<file path="config.mk">
export PLATFORM = sky130hd
export DESIGN_NAME = acti_writeback_flat
export DESIGN_NICKNAME = d
export VERILOG_FILES = /design/src/rtl/acti_writeback_pkg.sv /design/src/rtl/acti_writeback_if.sv /design/src/rtl/acti_writeback_sat_clip.sv /design/src/rtl/acti_writeback.sv /design/src/flat_wrapper.sv
export SDC_FILE = /design/constraint.sdc
export NUM_CORES = 1
export LEC_CHECK = 0
export CAP_MARGIN = 20
export CORE_MARGIN = 10
export CORE_UTILIZATION = 50
export CTS_CLUSTER_SIZE = 28
export DETAILED_ROUTE_END_ITERATION = 16
export GPL_ROUTABILITY_DRIVEN = 1
export PLACE_DENSITY = 0.79
export SLEW_MARGIN = 40
export SYNTH_ARGS = -nofsm -noshare
export SYNTH_HDL_FRONTEND = slang
export SYNTH_SLANG_ARGS = --single-unit
</file>
<file path="constraint.sdc">
create_clock -name clk -period 4.4 [get_ports clk]
set_input_delay 0.88 -clock clk [delete_from_list [all_inputs] [get_ports clk]]
set_output_delay 0.88 -clock clk [all_outputs]
set_load 0.03 [all_outputs]
</file>
<file path="src/rtl/acti_writeback_pkg.sv">
// Shared types and constants for the activation write-back path.
package acti_writeback_pkg;

  typedef enum logic {
    S_IDLE = 1'b0,
    S_RUN  = 1'b1
  } state_t;

  localparam logic [3:0] RAW_LAYER = 4'd5;

  // Signed 16-bit Q-format limits
  localparam int SAT_MAX = 32767;
  localparam int SAT_MIN = -32768;

endpackage

</file>
<file path="src/rtl/acti_writeback_if.sv">
// Config, activation stream and memory write port of the write-back stage.
interface acti_writeback_if #(
  parameter int DW = 32,
  parameter int OW = 16,
  parameter int AW = 16
);
  logic          start;
  logic [3:0]    layer_index;
  logic [AW-1:0] out_len;
  logic [AW-1:0] base_addr;
  logic [DW-1:0] acti_data;
  logic          acti_valid;
  logic          mem_we;
  logic [AW-1:0] mem_addr;
  logic [DW-1:0] mem_wdata;
  logic          busy;
  logic          layer_done;
  logic          err_overrun;

  modport slave (
    input  start, layer_index, out_len, base_addr, acti_data, acti_valid,
    output mem_we, mem_addr, mem_wdata, busy, layer_done, err_overrun
  );

  modport master (
    output start, layer_index, out_len, base_addr, acti_data, acti_valid,
    input  mem_we, mem_addr, mem_wdata, busy, layer_done, err_overrun
  );
endinterface

</file>
<file path="src/rtl/acti_writeback_sat_clip.sv">
// Combinational signed narrowing DW -> OW with clamping to the Q-format range.
module sat_clip
  import acti_writeback_pkg::*;
#(
  parameter int DW = 32,
  parameter int OW = 16
) (
  input  logic [DW-1:0] din_i,
  output logic [OW-1:0] dout_o
);

  localparam logic signed [DW-1:0] MAX_V = DW'(SAT_MAX);
  localparam logic signed [DW-1:0] MIN_V = DW'(SAT_MIN);

  always_comb begin
    dout_o = din_i[OW-1:0];
    if ($signed(din_i) > MAX_V) begin
      dout_o = OW'(SAT_MAX);
    end else if ($signed(din_i) < MIN_V) begin
      dout_o = OW'(SAT_MIN);
    end
  end

endmodule

</file>
<file path="src/rtl/acti_writeback.sv">
// Packs saturated activation results two per word (or raw logits for the
// classifier layer) and writes them sequentially from a per-layer base.
module acti_writeback
  import acti_writeback_pkg::*;
#(
  parameter int DW = 32,
  parameter int OW = 16,
  parameter int AW = 16
) (
  input logic              clk,
  input logic              rst_n,
  acti_writeback_if.slave  bus
);

  state_t        state_q;
  logic          raw_q;
  logic [AW-1:0] len_q;
  logic [AW-1:0] base_q;
  logic [AW-1:0] count_q;
  logic [AW-1:0] word_idx_q;
  logic          half_q;
  logic [OW-1:0] hold_q;
  logic          mem_we_q;
  logic [AW-1:0] mem_addr_q;
  logic [DW-1:0] mem_wdata_q;
  logic          done_q;
  logic          err_q;

  logic [OW-1:0] sat_d;
  logic [AW-1:0] count_d;
  logic [AW-1:0] addr_d;
  logic          last_d;

  sat_clip #(.DW(DW), .OW(OW)) u_sat_clip (
    .din_i  (bus.acti_data),
    .dout_o (sat_d)
  );

  assign count_d = count_q + AW'(1);
  assign last_d  = (count_d == len_q);
  assign addr_d  = base_q + word_idx_q;

  always_ff @(posedge clk or negedge rst_n) begin
    if (!rst_n) begin
      state_q     <= S_IDLE;
      raw_q       <= 1'b0;
      len_q       <= '0;
      base_q      <= '0;
      count_q     <= '0;
      word_idx_q  <= '0;
      half_q      <= 1'b0;
      hold_q      <= '0;
      mem_we_q    <= 1'b0;
      mem_addr_q  <= '0;
      mem_wdata_q <= '0;
      done_q      <= 1'b0;
      err_q       <= 1'b0;
    end else begin
      mem_we_q <= 1'b0;
      done_q   <= 1'b0;
      case (state_q)
        S_IDLE: begin
          if (bus.start) begin
            raw_q      <= (bus.layer_index == RAW_LAYER);
            len_q      <= bus.out_len;
            base_q     <= bus.base_addr;
            count_q    <= '0;
            word_idx_q <= '0;
            half_q     <= 1'b0;
            hold_q     <= '0;
            err_q      <= 1'b0;
            if (bus.out_len == '0) begin
              done_q <= 1'b1;
            end else begin
              state_q <= S_RUN;
            end
          end
          // Data arriving with no layer open is dropped; this wins over the start clear
          if (bus.acti_valid) begin
            err_q <= 1'b1;
          end
        end
        S_RUN: begin
          if (bus.acti_valid) begin
            count_q <= count_d;
            if (raw_q || half_q || last_d) begin
              mem_we_q   <= 1'b1;
              mem_addr_q <= addr_d;
              word_idx_q <= word_idx_q + AW'(1);
              half_q     <= 1'b0;
              if (raw_q) begin
                mem_wdata_q <= bus.acti_data;
              end else if (half_q) begin
                mem_wdata_q <= {sat_d, hold_q};
              end else begin
                mem_wdata_q <= {{OW{1'b0}}, sat_d};
              end
            end else begin
              hold_q <= sat_d;
              half_q <= 1'b1;
            end
            if (last_d) begin
              done_q  <= 1'b1;
              state_q <= S_IDLE;
            end
          end
        end
        default: state_q <= S_IDLE;
      endcase
    end
  end

  assign bus.mem_we      = mem_we_q;
  assign bus.mem_addr    = mem_addr_q;
  assign bus.mem_wdata   = mem_wdata_q;
  assign bus.busy        = (state_q == S_RUN);
  assign bus.layer_done  = done_q;
  assign bus.err_overrun = err_q;

endmodule

</file>
<file path="src/flat_wrapper.sv">
// flat-port wrapper written by rule: the top's interface ports become plain ports
module acti_writeback_flat import acti_writeback_pkg::*;
#(
  parameter int DW = 32,
  parameter int OW = 16,
  parameter int AW = 16
)
  (clk, rst_n, bus_start, bus_layer_index, bus_out_len, bus_base_addr, bus_acti_data, bus_acti_valid, bus_mem_we, bus_mem_addr, bus_mem_wdata, bus_busy, bus_layer_done, bus_err_overrun);
  acti_writeback_if #(.DW(DW), .OW(OW), .AW(AW)) bus_i ();
  input logic clk;
  input logic rst_n;
  input wire logic [$bits(bus_i.start)-1:0] bus_start;
  input wire logic [$bits(bus_i.layer_index)-1:0] bus_layer_index;
  input wire logic [$bits(bus_i.out_len)-1:0] bus_out_len;
  input wire logic [$bits(bus_i.base_addr)-1:0] bus_base_addr;
  input wire logic [$bits(bus_i.acti_data)-1:0] bus_acti_data;
  input wire logic [$bits(bus_i.acti_valid)-1:0] bus_acti_valid;
  output wire logic [$bits(bus_i.mem_we)-1:0] bus_mem_we;
  output wire logic [$bits(bus_i.mem_addr)-1:0] bus_mem_addr;
  output wire logic [$bits(bus_i.mem_wdata)-1:0] bus_mem_wdata;
  output wire logic [$bits(bus_i.busy)-1:0] bus_busy;
  output wire logic [$bits(bus_i.layer_done)-1:0] bus_layer_done;
  output wire logic [$bits(bus_i.err_overrun)-1:0] bus_err_overrun;
  assign bus_i.start = bus_start;
  assign bus_i.layer_index = bus_layer_index;
  assign bus_i.out_len = bus_out_len;
  assign bus_i.base_addr = bus_base_addr;
  assign bus_i.acti_data = bus_acti_data;
  assign bus_i.acti_valid = bus_acti_valid;
  assign bus_mem_we = bus_i.mem_we;
  assign bus_mem_addr = bus_i.mem_addr;
  assign bus_mem_wdata = bus_i.mem_wdata;
  assign bus_busy = bus_i.busy;
  assign bus_layer_done = bus_i.layer_done;
  assign bus_err_overrun = bus_i.err_overrun;
  acti_writeback #(.DW(DW), .OW(OW), .AW(AW)) u_core (.clk(clk), .rst_n(rst_n), .bus(bus_i));
endmodule
</file>
# After elaboration in Yosys (flattened, before gate mapping)
# Index checks and enable logic that the tools add are counted.
[op_classes]
bitwise = 1
addsub = 3
reduce_logical = 10
order_cmp = 2
mux = 31
n_eq_ne = 6
[ops]
columns = ["op", "count"]
rows = [
  ["$mux W16", 8],
  ["$pmux W16 S2", 3],
  ["$mux W32", 2],
  ["$add A16 B1 Y16 const B", 2],
  ["$gt A32 B16 Y1 const B", 1],
  ["$lt A32 B16 Y1 const B", 1],
  ["$add A16 B16 Y16", 1],
  ["$eq A16 B16 Y1", 1],
  ["$logic_not A16 Y1", 1],
  ["$mux W1", 15],
  ["$reduce_and A3 Y1", 3],
  ["$ne A2 B2 Y1 const B", 4],
  ["$pmux W1 S2", 3],
  ["$reduce_and A2 Y1", 3],
  ["$eq A4 B3 Y1 const B", 1],
  ["$logic_or A1 B1 Y1", 2],
  ["$reduce_bool A2 Y1", 1],
  ["$not A1 Y1", 1],
]
[totals]
out_inout_bits = 52
register_bits = 134
input_bits = 72
wordCells = 66

# Logic depth before layout (Yosys ltp)
# Gate-level depths: netlist (run 1).
[logic_depth]
ltp_word = 6
mapped_depth = 13
ltp_nobuf = 11

# Cells and area by module
# Synthesis (run 1) repeated with hierarchy kept, for this count alone.
[unflattened]
cells_unflattened = 831
hier_area_um2 = 7626.1
[modules_own_cells]
columns = ["module", "area_each_um2", "cells_each", "instances", "seq_area_each_um2"]
rows = [
  ["acti_writeback", 7394.6, 803, 1, 3353.2],
  ["sat_clip", 231.5, 28, 1, 0.0],
]

# Worst setup path before layout (run 1)
# No wires, ideal clock.
[synth_path]
kind = "register to register"
start = "reg u_core.count_q[0]"
end = "reg u_core.hold_q[6]"
path_stages_with_launch = 14
required_time_ps = 4319
setup_ps = 81
arrival_time_ps = 3148
slack_ps = 1171
path_cell_list = "dfrtp_1 -> ha_1 -> buf_2 -> and4_1 -> buf_2 -> a311oi_1 -> a31oi_1 -> or4_1 -> or4_1 -> nor4_2 -> nand3b_1 -> buf_6 -> buf_12 -> mux2i_1"
[synth_via]
elab_chain_len = 5
[synth_rtl]
columns = ["item", "line_no", "text"]
rows = [
  ["start: declaration", "acti_writeback.sv:19", "logic [AW-1:0] count_q;"],
  ["start signal: assignment", "acti_writeback.sv:85", "count_q <= count_d;"],
  ["$add A16 B1 Y16", "acti_writeback.sv:39", "assign count_d = count_q + AW'(1);"],
  ["$eq A16 B16 Y1", "acti_writeback.sv:40", "assign last_d = (count_d == len_q);"],
  ["$logic_or A1 B1 Y1", "acti_writeback.sv:86", "if (raw_q || half_q || last_d) begin"],
  ["$ne A2 B2 Y1 (no source line)", "n/a", ""],
  ["$reduce_and A3 Y1 (no source line)", "n/a", ""],
  ["end signal: assignment", "acti_writeback.sv:99", "hold_q <= sat_d;"],
  ["end: declaration", "acti_writeback.sv:22", "logic [OW-1:0] hold_q;"],
]
# No other way between the ends.
# A chain may end at the register's enable or synchronous reset.

# Final worst setup path (run 1)
[layout_path]
start = "reg u_core.count_q[0]"
end = "reg u_core.hold_q[1]"
# The elaborated chain is that of the path after synthesis.

==> out/metrics.yaml, run 1 <==
placement:
  place_congestion: 0.912
  port_buffers: 123
  placed_cell_area_um2: 8660
  place_hpwl_um: 14100
floorplanning:
  num_io_pins: 124
  start_util_pct: 50.7
  core_area_um2: 14400
  die_width_um: 141
  dieArea_um2: 19900
  fp-row-count: 44
  dieHeight_um: 141
route:
  drt-total-wl_um: 20100
  num_vias: 6641
  vias_per_cell: 5.73
  drc: 0
  drt-initial-drc-count: 505
  drt-wirelength-per-cell_um: 17.3
  firstDrtPassIters: 6
  detail-route-antenna-nets: 0
synth:
  yosysMostFrequentCell: "nand2_1"
  ys.flop_type: "dfrtp_1"
  synth.avg_cell_area_um2: 8.48
  synth-seq-cells: 134
  yosysTopAreaCellShare_pct: 45.8
  syn_inst: 863
  synth_area_leaders: "dfrtp_1 (46%), nand2_1 (9.5%), o21ai_0 (6.6%)"
  synth_common_cells: "nand2_1 (185), dfrtp_1 (134), o21ai_0 (96)"
  syn_area_um2: 7320
  yosysTopAreaCell: "dfrtp_1"
  synth-edff-count: 0
  synth_async_sr_flop_share_pct: 100
  yosysUniqueCellTypes: 59
  yosys_warnings: 0
  ys_seq_area_share_pct: 45.8
  synth_nets: 953
clocking:
  clk_pin_slew_ps: 50
  ctsResizeCount: 0
  cts.hold.buffers_added: 0
  htree_levels: 4
  clockBufferDepth: 2
  clkLatencyLatePin_ps: 420
  cts_root_buf: "clkbuf_16"
  post_cts_buffers: 0
  tritoncts: "yes"
  cts_buffers: 17
  cts_sinks: 134
finish:
  final_net_count: 1055
  n_antenna_cell: 0
  design_area_um2: 9160
  drive_gt1_share_pct: 5.03
  synthToLayoutAreaGrowth_pct: 25.2
power_and_ir_drop:
  intPower_uw: 2970
  power.switching_uw: 1720
  clockPowerShare_pct: 26.3
  ir_drop_v: 0.000279
  power_density_nw_per_um2: 511
  p_sw_share_pct: 36.6
  power.leakage_uw: 0.00417
  seq_power_share_pct: 38.3
  combPwrFrac_pct: 35.4
  power_uw: 4680
sta:
  max_freq_mhz: 263
  skew_ps: 5.90
  hold_viol_final: 0
  post-route-period-util_pct: 86.3
  max_slew.worst_pin.slew_ps: 707
  drv_slew: 0
  min_period_ps: 3800
  setup_viol: 0
  maxSlewHeadroom_pct: 52.9
  tns_ps: 0
  whs_ps: 477
  grt_setup_unrepaired: "no"
min_path:
  hp-class: "input port to async pin"
worst_setup_path:
  reg2regPathDepth: 10
  cp_data_arrival_time_ps: 4120
  endpoint_kind: "flop"
  cp-start-kind: "flop"
  cp.required_ps: 4730
  criticalPathCategory: "flop to flop"
  worstPathMaxFanout: 17
run:
  cap_violations: 0
global_routing:
  gr-total-overflow: 0
  antenna_found_initial: 0
  grt_pass1_wl_um: 33300
  grt_pass1_vias: 6475
  grt_util_all_layers_pct: 20.3
  grt_max_degree: 77
run_status:
  status: "complete, no violations"
## through the flow
| step | util [%] | std cells | worst slack (ps) |
|---|---|---|---|
| after floorplan | - | 863 | 1170 |
| after global placement | 59.9 | 1130 | 748 |
| after detailed placement | 60.0 | 1130 | 681 |
| after CTS | 63.5 | 1159 | 619 |
| after global routing | 63.5 | 1159 | 356 |
| final | 63.5 | 1159 | 602 |
## per-layer routing
metal  up-vias  GRT usage (%)  share of wire [%]
li1       3236              -                  -
met3        30           5.31                7.2
met5         -              0                  0
met1      3115           26.6                 45
met4         0           7.77                2.0
met2       260           31.6                 46
## worst max-delay path, stage by stage, from the launching register on
cell	delay, ps
dfrtp_1	490
ha_1	380
and4_1	400
and3_1	260
a31oi_1	130
or4_1	520
or4_1	550
nor4_2	240
nand3b_1	150
buf_4	300
mux2i_1	270
## final timing paths
kind	to	slack (ps)	startpoint
max	u_core.hold_q[1]$_DFFE_PN0P_	600	u_core.count_q[0]$_DFFE_PN0P_
min	u_core.bus.mem_wdata[7]$_DFFE_PN0P_	480	rst_n
max reg2reg	u_core.hold_q[1]$_DFFE_PN0P_	600	u_core.count_q[0]$_DFFE_PN0P_
min reg2reg	u_core.bus.mem_wdata[16]$_DFFE_PN0P_	480	u_core.bus.mem_wdata[16]$_DFFE_PN0P_
max in group asynchronous	u_core.bus.mem_wdata[14]$_DFFE_PN0P_	2960	rst_n
min in group clk	u_core.bus.mem_wdata[16]$_DFFE_PN0P_	480	u_core.bus.mem_wdata[16]$_DFFE_PN0P_
## kinds of logic (layout without fill, tap and decap cells)
| logic type | count (synthesis) | in the layout | share of synthesized area, % |
|---|---|---|---|
| simple gates | 350 | 350 | 21.5 |
| compound gates | 239 | 239 | 18.8 |
| flops | 134 | 134 | 45.8 |
| buf+inv | 70 | 182 | 4.14 |
| xor+xnor | 32 | 32 | 3.83 |
| mux | 20 | 20 | 2.74 |
| fa+ha+maj | 18 | 18 | 3.18 |
## placed cells by master (no fill, tap or decap), types with 20 or more instances in the layout
cell type / instances
a21oi_1: 74
clkdlybuf4s50_1: 122
dfrtp_1: 133
mux2i_1: 20
nand2_1: 185
nand3_1: 20
nor2_1: 68
o21ai_0: 96
xor2_1: 20
## state kept, by name, indices dropped and copies added, names as in the netlist
name                    flops
u_core.half_q               1
u_core.bus.mem_we           1
u_core.bus.busy             1
u_core.bus.err_overrun      1
u_core.hold_q              16
u_core.base_q              16
u_core.bus.mem_wdata       32
u_core.bus.mem_addr        16
u_core.len_q               16
u_core.word_idx_q          16
u_core.bus.layer_done       1
u_core.raw_q                1
u_core.count_q             16
## cell type report
| cell class | instances | area [um2] |
|---|---|---|
| multi-input combinational | 659 | 3690 |
| clock buffer | 24 | 472 |
| sequential | 134 | 3350 |
| tap | 184 | 230 |
| clock inverter | 5 | 27.5 |
| fill | 1225 | 5260 |
| inverter | 18 | 67.6 |
| timing repair buffer | 135 | 1320 |
## power by group through the flow
stage	logic [uW]	registers [uW]	clock network, uW
after global routing	1830	1840	1300
after global placement	1630	1800	0
final	1660	1790	1230
after CTS	1670	1790	1250
after floorplan	768	2040	0
after detailed placement	1660	1810	0
No activity file was read; power rests on OpenSTA's default activity.
==> inputs of run 2 (changes only) <==
--- a/config.mk
+++ b/config.mk
@@ -6,11 +6,13 @@
 export NUM_CORES = 1
 export LEC_CHECK = 0
 export CAP_MARGIN = 20
+export CORE_ASPECT_RATIO = 0.8
 export CORE_MARGIN = 10
 export CORE_UTILIZATION = 50
 export CTS_CLUSTER_SIZE = 28
 export DETAILED_ROUTE_END_ITERATION = 16
 export GPL_ROUTABILITY_DRIVEN = 1
+export HOLD_SLACK_MARGIN = 0.06
 export PLACE_DENSITY = 0.79
 export SLEW_MARGIN = 40
 export SYNTH_ARGS = -nofsm -noshare
==> constraint.sdc (replaced) <==
create_clock -name clk -period 3.6 [get_ports clk]
set_input_delay 0.72 -clock clk [delete_from_list [all_inputs] [get_ports clk]]
set_output_delay 0.72 -clock clk [all_outputs]
set_load 0.03 [all_outputs]
==> run 2 against run 1 <==
Effect of this change: utilization rose by 1.5 points; flip-flop and latch count did not move; combinational power rose by 25%; register-to-register slack got worse by 380 ps; routed wire length rose by 3.4%; final cell count rose by 0.86%; clock skew rose by 9.8 ps; fmax rose by 13%; critical path type unchanged.
==> out/metrics.yaml, run 2 (same netlist as run 1, synthesis figures left out) <==
clocking:
  cts_root_buf: "clkbuf_16"
  cts_buffers: 17  # unchanged
  tritoncts: "yes"
  htree_levels: 4  # unchanged
  clockBufferDepth: 2  # unchanged
  clk_pin_slew_ps: 60  # about the same
  post_cts_buffers: 0  # unchanged
  cts_sinks: 134  # unchanged
  clkLatencyLatePin_ps: 420  # about the same
power_and_ir_drop:
  power.switching_uw: 2210  # +29%
  combPwrFrac_pct: 35.0  # -0.4 points
  seq_power_share_pct: 36.9  # -1.4 points
  ir_drop_v: 0.000470  # +69%
  intPower_uw: 3710  # +25%
  clockPowerShare_pct: 28.1  # +1.8 points
  power_uw: 5920  # +26%
  power.leakage_uw: 0.00423  # +1.5%
  p_sw_share_pct: 37.3  # +0.70 points
  power_density_nw_per_um2: 637  # +25%
global_routing:
  grt_pass1_vias: 6461  # -0.22%
  gr-total-overflow: 0  # unchanged
  grt_max_degree: 83  # +7.8%
  grt_pass1_wl_um: 33700  # +0.97%
  grt_util_all_layers_pct: 20.5  # +0.22 points
  antenna_found_initial: 0  # unchanged
finish:
  final_net_count: 1062  # +0.66%
  fin_cells: 1169  # +0.86%
  largest_register_ffs: 32  # unchanged
  layout_common_cells: "nand2_1 (185), dfrtp_1 (133), clkdlybuf4s50_1 (122)"
  layout_commonest_cell: "nand2_1"
  n_antenna_cell: 0  # unchanged
  drive_gt1_share_pct: 6.70  # +1.7 points
  synthToLayoutAreaGrowth_pct: 27.0
sta:
  maxSlewHeadroom_pct: 53.4  # +0.52 points
  post-route-period-util_pct: 93.7  # +7.4 points
  setup_viol: 0  # unchanged
  skew_ps: 15.7  # +9.82 ps
  min_period_ps: 3370  # -424 ps
  setup_ws_ps: 226  # -376 ps
  whs_ps: 327  # -150 ps
  tns_ps: 0  # unchanged
  drv_slew: 0  # unchanged
  max_freq_mhz: 296  # +13%
  hold_viol_final: 0  # unchanged
  grt_setup_unrepaired: "no"
  max_slew.worst_pin.slew_ps: 699  # -7.82 ps
floorplanning:
  fp-row-count: 39  # -11%
  die_width_um: 155  # +10%
  dieHeight_um: 128  # -9.1%
  core_area_um2: 14300  # -0.88%
  dieArea_um2: 19900  # +0.15%
  start_util_pct: 51.2  # +0.45 points
  num_io_pins: 124  # unchanged
run_status:
  status: "complete, no violations"
worst_setup_path:
  cp-start-kind: "flop"
  timing.rr.end: "u_core.hold_q[6]$_DFFE_PN0P_"
  reg2regPathDepth: 10  # unchanged
  worstPathMaxFanout: 17  # unchanged
  reg2reg_from: "u_core.count_q[1]$_DFFE_PN0P_"
  cp_data_arrival_time_ps: 3700  # -420 ps
  cp.required_ps: 3930  # -800 ps
  startpoint: "u_core.count_q[1]$_DFFE_PN0P_"
  rrSetupSlack_ps: 230  # -380 ps
  criticalPathCategory: "flop to flop"
  endpoint_kind: "flop"
placement:
  place_hpwl_um: 14500  # +3.1%
  place_ws_ps: 139  # -542 ps
  placedCellCount: 1137  # +0.62%
  place_congestion: 0.950  # +4.1%
  port_buffers: 123  # unchanged
run:
  cap_violations: 0  # unchanged
route:
  drc: 0  # unchanged
  drt-wirelength-per-cell_um: 17.7  # +2.5%
  drt-initial-drc-count: 613  # +21%
  firstDrtPassIters: 6  # unchanged
  drt-total-wl_um: 20700  # +3.4%
  num_vias: 6682  # +0.62%
  detail-route-antenna-nets: 0  # unchanged
  vias_per_cell: 5.72  # -0.24%
min_path:
  hp-class: "input port to async pin"
-- run 2: cell count changes in the layout (fill, tap and decap cells not counted), moves of 2 or more --
cell,change
clkbuf_1,-5
inv_6,+3
clkinvlp_4,+4
clkinv_4,+2
buf_4,+6
-- run 2: repair_timing --
action                                  in CTS  in global routing
gates resized for setup                      0                  3
hold buffers                                 0                  0
endpoints found under the setup margin       0                 17
-- run 2: metal layers --
layer,vias to the layer above,share of wire (%),global-route usage (%)
li1,3255,-,-
met1,3170,46,27.4
met2,225,46,31.9
met3,32,6.4,5.26
met4,0,1.8,6.65
met5,-,0,0
-- run 2: layout make-up --
cell class                 instances  area (um2)
fill                            1196        5000
multi-input combinational        659        3690
sequential                       134        3350
timing repair buffer             142        1390
clock buffer                      18         439
tap                              184         230
clock inverter                    14         126
inverter                          18        67.6
-- run 2: how the worst max path moves through the flow --
stage                                          to  slack (ps)  cells after the start
floorplan            u_core.hold_q[6]$_DFFE_PN0P_         370                     13
global placement     u_core.hold_q[8]$_DFFE_PN0P_         290                     10
detailed placement  u_core.hold_q[14]$_DFFE_PN0P_         140                     10
CTS                  u_core.hold_q[6]$_DFFE_PN0P_          80                     10
global route         u_core.hold_q[6]$_DFFE_PN0P_          30                     10
finish               u_core.hold_q[6]$_DFFE_PN0P_         230                     10
-- run 2: power groups by stage --
stage	Combinational, uW	Sequential, uW	Clock (uW)
after floorplan	939	2490	0
after global placement	2010	2190	0
after detailed placement	2050	2200	0
after CTS	2080	2180	1680
after global routing	2280	2230	1750
final	2070	2190	1670
-- run 2: per-stage QoR --
step,utilization [%],cell area [um2]
2_1_floorplan,-,7320
3_3_place_gp,61.0,8720
3_5_place_dp,61.0,8720
4_1_cts,64.9,9290
5_1_grt,65.0,9300
6_report,65.0,9300
-- run 2: critical path, stage by stage, from the launching register on --
cell      delay (ps)
dfrtp_1          440
ha_2             310
and4_2           330
and3_1           230
a31oi_1          110
or4_1            510
or4_1            550
nor4_2           180
nand3b_1         190
buf_12           190
mux2i_1          240
==> inputs of run 3 (changes only) <==
--- a/config.mk
+++ b/config.mk
@@ -6,7 +6,7 @@
 export NUM_CORES = 1
 export LEC_CHECK = 0
 export CAP_MARGIN = 20
-export CORE_ASPECT_RATIO = 0.8
+export CORE_ASPECT_RATIO = 1.5
 export CORE_MARGIN = 10
 export CORE_UTILIZATION = 50
 export CTS_CLUSTER_SIZE = 28
==> run 3 against run 2 <==
Effect of this change: first-iteration DRC count is 13% lower; die area is 0.35% higher; critical path depth stayed put; worst setup slack better by 4.1 ps; critical path type unchanged; register-to-register slack hardly changed; combinational power hardly changed; critical endpoint is now u_core.hold_q[9]$_DFFE_PN0P_; clock skew is 6.3 ps lower; clock power is 15% higher; routed wire length is 2.2% lower; fmax is 0.12% higher.
==> out/metrics.yaml, run 3 (same netlist as run 1, synthesis figures left out) <==
sta:
  tns_ps: 0  # unchanged
  setup_viol: 0  # unchanged
  min_period_ps: 3370  # -4.07 ps
  post-route-period-util_pct: 93.6  # -0.11 points
  max_slew.worst_pin.slew_ps: 746  # +46.7 ps
  hold_viol_final: 0  # unchanged
  grt_setup_unrepaired: "no"
  max_freq_mhz: 297  # +0.12%
  drv_slew: 0  # unchanged
  skew_ps: 9.45  # -6.27 ps
  whs_ps: 288  # -39.1 ps
  maxSlewHeadroom_pct: 50.3  # -3.1 points
floorplanning:
  core_area_um2: 14500  # +1.1%
  fp-row-count: 54  # +38%
  num_io_pins: 124  # unchanged
  dieArea_um2: 20000  # +0.35%
  dieHeight_um: 168  # +31%
  die_width_um: 119  # -23%
  start_util_pct: 50.6  # -0.57 points
route:
  drc: 0  # unchanged
  drt-wirelength-per-cell_um: 17.1  # -3.6%
  vias_per_cell: 5.65  # -1.2%
  drt-total-wl_um: 20300  # -2.2%
  detail-route-antenna-nets: 0  # unchanged
  firstDrtPassIters: 5  # -1
  drt-initial-drc-count: 534  # -13%
  num_vias: 6700  # +0.27%
min_path:
  hp-class: "input port to async pin"
power_and_ir_drop:
  power_uw: 6170  # +4.1%
  ir_drop_v: 0.000366  # -22%
  power.leakage_uw: 0.00431  # +1.8%
  power.switching_uw: 2150  # -2.8%
  seq_power_share_pct: 35.5  # -1.4 points
  intPower_uw: 4020  # +8.2%
  power_density_nw_per_um2: 653  # +2.5%
  p_sw_share_pct: 34.8  # -2.5 points
  combPwrFrac_pct: 33.3  # -1.7 points
  clockPowerShare_pct: 31.2  # +3.1 points
clocking:
  cts_root_buf: "clkbuf_16"
  tritoncts: "yes"
  htree_levels: 4  # unchanged
  clk_pin_slew_ps: 60  # about the same
  post_cts_buffers: 0  # unchanged
  clkLatencyLatePin_ps: 420  # about the same
  ctsResizeCount: 0  # unchanged
  cts_buffers: 17  # unchanged
  cts.hold.buffers_added: 0  # unchanged
  clockBufferDepth: 2  # unchanged
  cts_sinks: 134  # unchanged
global_routing:
  grt_max_degree: 98  # +18%
  grt_pass1_wl_um: 33600  # -0.29%
  grt_util_all_layers_pct: 20.4  # -0.15 points
  antenna_found_initial: 0  # unchanged
  grt_pass1_vias: 6650  # +2.9%
  met1_usage_pct: 25.3  # -2.2 points
  top_usage_layer: "met2"
  grtUsageMet3_pct: 3.95  # -1.3 points
  gr-total-overflow: 0  # unchanged
  grt_use_met2_pct: 33.8  # +1.8 points
worst_setup_path:
  cp-start-kind: "flop"
  worstPathMaxFanout: 17  # unchanged
  cp.required_ps: 3920  # about the same
  criticalPathCategory: "flop to flop"
  endpoint_kind: "flop"
  cp_data_arrival_time_ps: 3690  # about the same
placement:
  port_buffers: 123  # unchanged
  placed_cell_area_um2: 8790  # +0.79%
  place_hpwl_um: 14800  # +1.8%
  place_congestion: 0.947  # -0.32%
finish:
  layout_common_cells: "nand2_1 (185), dfrtp_1 (134), clkdlybuf4s50_1 (122)"
  layout_commonest_cell: "nand2_1"
  design_area_um2: 9440  # +1.6%
  largest_register_ffs: 32  # unchanged
  final_net_count: 1068  # +0.56%
  drive_gt1_share_pct: 6.67  # -0.034 points
  fillers: 1255  # +4.9%
  n_antenna_cell: 0  # unchanged
  synthToLayoutAreaGrowth_pct: 29.1
run:
  cap_violations: 0  # unchanged
run_status:
  status: "complete, no violations"
==> run 3: power by group through the flow <==
stage          Clock [uW]  Combinational [uW]  Sequential, uW
3_5_place_dp            0                2050            2210
6_report             1920                2050            2190
4_1_cts              1950                2070            2190
5_1_grt              2020                2260            2250
2_1_floorplan           0                 939            2490
3_3_place_gp            0                2020            2190
==> run 3: area by class of cell <==
type	instances	area, um2	share of cell area, %
Tap cell	196	245	2.60
Multi-Input combinational cell	659	3670	38.9
Sequential cell	134	3350	35.5
Clock inverter	11	198	2.09
Timing Repair Buffer	148	1450	15.3
Inverter	18	67.6	0.716
Clock buffer	20	457	4.84
==> run 3: path summary, 6_finish.rpt <==
kind	depth (start not counted)	slack (ps)	end	start
max	10	230	u_core.hold_q[9]$_DFFE_PN0P_	u_core.count_q[0]$_DFFE_PN0P_
min	1	290	u_core.bus.mem_wdata[8]$_DFFE_PN0P_	rst_n
max reg2reg	10	230	u_core.hold_q[9]$_DFFE_PN0P_	u_core.count_q[0]$_DFFE_PN0P_
min reg2reg	2	480	u_core.bus.mem_wdata[12]$_DFFE_PN0P_	u_core.bus.mem_wdata[12]$_DFFE_PN0P_
max in group asynchronous	2	2550	u_core.len_q[1]$_DFFE_PN0P_	rst_n
min in group clk	2	480	u_core.bus.mem_wdata[12]$_DFFE_PN0P_	u_core.bus.mem_wdata[12]$_DFFE_PN0P_
==> run 3: per-stage QoR <==
stage / setup WS [ps] / std cells / utilization [%]
final: 230 / 1186 / 65.3
after global placement: 424 / 1155 / 60.8
after global routing: 10.4 / 1186 / 65.3
after floorplan: 371 / 863 / -
after CTS: 225 / 1186 / 65.3
after detailed placement: 302 / 1155 / 60.8
==> run 3: per-layer routing <==
metal,wire [um],share of wire [%],vias up
met3,988,4.9,40
met1,8680,43,3177
li1,-,-,3276
met2,9970,49,207
met4,653,3.2,0
met5,0,0,-
==> run 3: critical path, cell delays in order (launching register included) <==
cell and delay, ps:
dfrtp_1 480, ha_1 200, and4_1 340, and3_1 250, a31oi_1 110, or4_1 520
or4_1 550, nor4_2 170, nand3b_1 190, buf_12 180, mux2i_1 250
